**src/rtl/hilo_write_arbiter_pkg.sv**
```systemverilog
// Shared constants and the grant-selection helper for the HI/LO write arbiter.
package hilo_write_arbiter_pkg;

   localparam logic SEL_A = 1'b0;
   localparam logic SEL_B = 1'b1;

   typedef enum logic {
      ST_EMPTY = 1'b0,
      ST_FULL  = 1'b1
   } out_state_e;

   // Round-robin choice: a lone requester wins, a tie goes opposite to last_grant.
   function automatic logic [1:0] pick_grant(input logic a_valid,
                                             input logic b_valid,
                                             input logic last_grant);
      logic [1:0] grant;
      grant = 2'b00;
      if (a_valid && b_valid) begin
         if (last_grant == SEL_A) grant = 2'b10;
         else                     grant = 2'b01;
      end else begin
         grant = {b_valid, a_valid};
      end
      return grant;
   endfunction

endpackage

```
**src/rtl/hilo_write_arbiter_mux.sv**
```systemverilog
// Data-path 2:1 mux feeding the HI/LO output register.
module Mux64Bit2To1 #(
   parameter int WIDTH = 64
) (
   input  logic [WIDTH-1:0] inA,
   input  logic [WIDTH-1:0] inB,
   input  logic             sel,
   output logic [WIDTH-1:0] y
);

   assign y = sel ? inB : inA;

endmodule

```
**src/rtl/hilo_write_arbiter.sv**
```systemverilog
// Round-robin arbiter between multiplier (A) and divider (B) results, with a
// one-entry output register in front of the HI/LO write port.
module hilo_write_arbiter
   import hilo_write_arbiter_pkg::*;
#(
   parameter int DATA_WIDTH = 64
) (
   input  logic                  Clk,
   input  logic                  Rst,
   input  logic                  a_valid,
   input  logic [DATA_WIDTH-1:0] a_data,
   output logic                  a_ready,
   input  logic                  b_valid,
   input  logic [DATA_WIDTH-1:0] b_data,
   output logic                  b_ready,
   output logic                  sel,
   output logic                  out_valid,
   output logic [DATA_WIDTH-1:0] out_data,
   output logic                  out_src,
   input  logic                  out_ready
);

   // Handshake: a transfer happens on any rising edge where valid and ready are
   // both high; ready never depends on data, only on valids, out_ready and state.

   out_state_e            state, state_next;
   logic                  last_grant, last_grant_next;
   logic [1:0]            grant;
   logic                  can_accept;
   logic                  accept;
   logic [DATA_WIDTH-1:0] mux_out;

   Mux64Bit2To1 #(
      .WIDTH (DATA_WIDTH)
   ) u_mux (
      .inA (a_data),
      .inB (b_data),
      .sel (sel),
      .y   (mux_out)
   );

   assign grant      = pick_grant(a_valid, b_valid, last_grant);
   assign can_accept = (state == ST_EMPTY) || out_ready;
   assign a_ready    = !Rst && can_accept && grant[0];
   assign b_ready    = !Rst && can_accept && grant[1];
   assign accept     = a_ready || b_ready;
   assign out_valid  = (state == ST_FULL);

   // With no grant, sel parks on last_grant so the mux does not toggle.
   assign sel = grant[1] ? SEL_B : (grant[0] ? SEL_A : last_grant);

   always_comb begin
      state_next      = state;
      last_grant_next = last_grant;
      if (accept) begin
         state_next      = ST_FULL;
         last_grant_next = sel;
      end else if ((state == ST_FULL) && out_ready) begin
         state_next = ST_EMPTY;
      end
   end

   always_ff @(posedge Clk) begin
      if (Rst) begin
         state      <= ST_EMPTY;
         last_grant <= SEL_B;
         out_data   <= '0;
         out_src    <= SEL_A;
      end else begin
         state      <= state_next;
         last_grant <= last_grant_next;
         if (accept) begin
            out_data <= mux_out;
            out_src  <= sel;
         end
      end
   end

endmodule

```
**config.mk**
```make
export PLATFORM = sky130hd
export DESIGN_NAME = hilo_write_arbiter
export DESIGN_NICKNAME = d
export VERILOG_FILES = /design/src/rtl/hilo_write_arbiter_pkg.sv /design/src/rtl/hilo_write_arbiter_mux.sv /design/src/rtl/hilo_write_arbiter.sv
export SDC_FILE = /design/constraint.sdc
export NUM_CORES = 1
export LEC_CHECK = 0
export ABC_CLOCK_PERIOD_IN_PS = 3800
export CAP_MARGIN = 30
export CORE_ASPECT_RATIO = 0.6
export CORE_MARGIN = 2
export CORE_UTILIZATION = 43
export CTS_CLUSTER_SIZE = 24
export DETAILED_ROUTE_END_ITERATION = 10
export PLACE_DENSITY_LB_ADDON = 0.12
export SKIP_LAST_GASP = 1
export SLEW_MARGIN = 30
export SYNTH_ARGS = -nofsm -noshare
export SYNTH_HDL_FRONTEND = slang
export SYNTH_SLANG_ARGS = --single-unit
```
**constraint.sdc**
```tcl
create_clock -name Clk -period 3.8 [get_ports Clk]
set_clock_uncertainty 0.2 [all_clocks]
set_input_delay 0.76 -clock Clk [delete_from_list [all_inputs] [get_ports Clk]]
set_output_delay 0.76 -clock Clk [all_outputs]
set_load 0.01 [all_outputs]
```
==> impl_metrics.env <==
export IMPL_ff_latch_area_um2=1340
export IMPL_overflow=0
export IMPL_hp_class="reg -> reg"
export IMPL_r2r_slack_ns=1.70
export IMPL_cts_buffers=9
export IMPL_dp_hpwl_mm=8.81
export IMPL_detail_route_antenna_nets=0
export IMPL_nets=701
export IMPL_min_from="out_src$_SDFFE_PP0P_"
export IMPL_slew_headroom_pct=50.9
export IMPL_cts_repair_resized=0
export IMPL_cellLeakagePower_nw=1.97
export IMPL_htree_levels=3
export IMPL_cp_required_ns=2.84
export IMPL_synthCells=408
export IMPL_grt_antenna_before_repair=0
export IMPL_whs_ns=0.315
export IMPL_cp_end_kind="primary output"
export IMPL_crit_fanout=5
export IMPL_drive_gt1_share_pct=16.6
export IMPL_grt_max_degree=65
export IMPL_vias=4355
export IMPL_area_delta_synth_final_pct=58.9
export IMPL_hold_depth=2
export IMPL_drc_errors=0
export IMPL_io_buffers=201
export IMPL_tightest_slew_ns=0.736
export IMPL_fin_crit_sh_pct=85.0
export IMPL_post_cts_buffers=0
export IMPL_die_height_um=76.6
export IMPL_wl_per_cell_um=20.4
export IMPL_ys_warn_count=0
export IMPL_r2r_start="last_grant$_SDFFE_PP1P_"
export IMPL_drt_vias_per_instance=6.37
export IMPL_clockBufferDepth=2
export IMPL_syn_nets=541
export IMPL_crit_path_start_kind="input port"
export IMPL_fp_dieW_um=125
export IMPL_rows=26
export IMPL_synth_seq_area_share_pct=35.5
export IMPL_synth_seq_cells=67
export IMPL_layout_common_cells="clkdlybuf4s50_1, dfxtp_1, nand3_1, a31oi_1, a311oi_2"
export IMPL_routed_wl_mm=13.9
export IMPL_grt_pass1_vias=4241
export IMPL_hold_violations=0
export IMPL_core_um2=8520
export IMPL_layout_commonest_cell="clkdlybuf4s50_1"
export IMPL_setup_viol=0
export IMPL_r2r_end="out_data[0]$_SDFFE_PP0P_"
export IMPL_synth_cell_area_um2=3780
export IMPL_place_congestion=0.856
export IMPL_crit_arrival_ns=2.27
export IMPL_crit_type="in -> out"
export IMPL_cts_root_buffer="clkbuf_16"
export IMPL_drv_cap=0
export IMPL_diodes=0
export IMPL_die_area_um2=9580
export IMPL_cts_hold_buf=0
export IMPL_slew_violations=0
export IMPL_synth_area_per_cell_um2=9.26
export IMPL_r2r_cells=4
export IMPL_peakVddDrop_mv=0.258
export IMPL_drt_pass1_iterations=5
export IMPL_tns_ns=0
export IMPL_path_clk_slew_ns=0.05
export IMPL_ios=202
export IMPL_clk_insertion_delay_late_ns=0.33
export IMPL_p_per_area_nw_per_um2=374
export IMPL_cts_sinks=67
export IMPL_drt_iter0_drc=348
export IMPL_multi_input_area_um2=2090
export IMPL_status="finished clean"
export IMPL_period_needed_ns=3.23
export IMPL_cts_tree="yes"
export IMPL_holdPathEnd="out_src$_SDFFE_PP0P_"
export IMPL_synth_cell_types=25
export IMPL_grt_pass1_wl_mm=22.1
export IMPL_fmax_mhz=310
export IMPL_rsz0062_at_grt="no"
export IMPL_fill_cells=663
export IMPL_start_util_pct=44.3
export IMPL_track_usage_pct=28.2
[sequential cells by signal, indices dropped and copies added (netlist names)]
| signal | cells |
|---|---|
| out_src | 1 |
| out_valid | 1 |
| last_grant | 1 |
| out_data | 64 |
[worst max path at each step]
| stage | from | endpoint | slack [ns] |
|---|---|---|---|
| floorplan | out_ready | b_ready | 1.31 |
| global placement | b_valid | a_ready | 0.66 |
| detailed placement | b_valid | a_ready | 0.61 |
| CTS | b_valid | a_ready | 0.59 |
| global route | b_valid | a_ready | 0.52 |
| finish | b_valid | a_ready | 0.57 |
[cells by family after synthesis]
logic type             synth area share [%]
AOI/OAI and AO/OA                      44.8
buffers and inverters                  9.60
DFF                                    35.5
and+or+nand+nor                        10.1
[stage by stage]
step	cell area (um2)	cells	total power (W)	setup slack [ns]	util [%]
after global routing	6000	684	0.00233	0.525	70.4
after detailed placement	5720	669	0.00147	0.610	67.1
after CTS	6000	684	0.00225	0.590	70.4
after global placement	5720	669	0.00145	0.663	67.1
after floorplan	3780	408	0.00115	1.31	-
final	6000	684	0.00224	0.570	70.4
[area by class of cell]
| cell class | instances | area share, % |
|---|---|---|
| Clock buffer | 13 | 4.50 |
| Sequential cell | 67 | 22.3 |
| Tap cell | 112 | 2.33 |
| Timing Repair Buffer | 213 | 35.6 |
| Clock inverter | 2 | 0.167 |
| Inverter | 3 | 0.188 |
| Multi-Input combinational cell | 274 | 34.9 |
[critical path, stage by stage]
cell,delay [ns]
clkdlybuf4s50_1,0.52
inv_1,0.16
o21ai_0,0.11
nor3_1,0.15
clkdlybuf4s50_1,0.56
[cell usage after synthesis, drive strengths merged]
master	count	area (um2)
nand3	65	325
a21oi	1	5.00
a31oi	65	407
and2	1	6.26
and3	1	6.26
o311ai	1	8.76
or2	2	12.5
dfxtp	67	1340
nor3	1	5.00
clkbuf	18	72.6
buf	46	279
nand2b	1	6.26
nor2b	1	6.26
nand2	1	3.75
o21ai	67	335
inv	3	11.3
a311oi	64	936
nor2	3	11.3
[metal layers]
layer	part of all wire, %	track usage (%)	up-vias
met5	0	0	-
met4	1.5	7.11	0
met3	9.4	8.36	22
met2	46	45.4	269
met1	43	37.2	2107
li1	-	-	1957
[power by group]
part	total, W	switching, W	internal [W]
Clock	0.000782	0.000292	0.000489
Sequential	0.000802	0.0000366	0.000765
Combinational	0.000661	0.000316	0.000345
No activity file was read; power rests on OpenSTA's default activity.
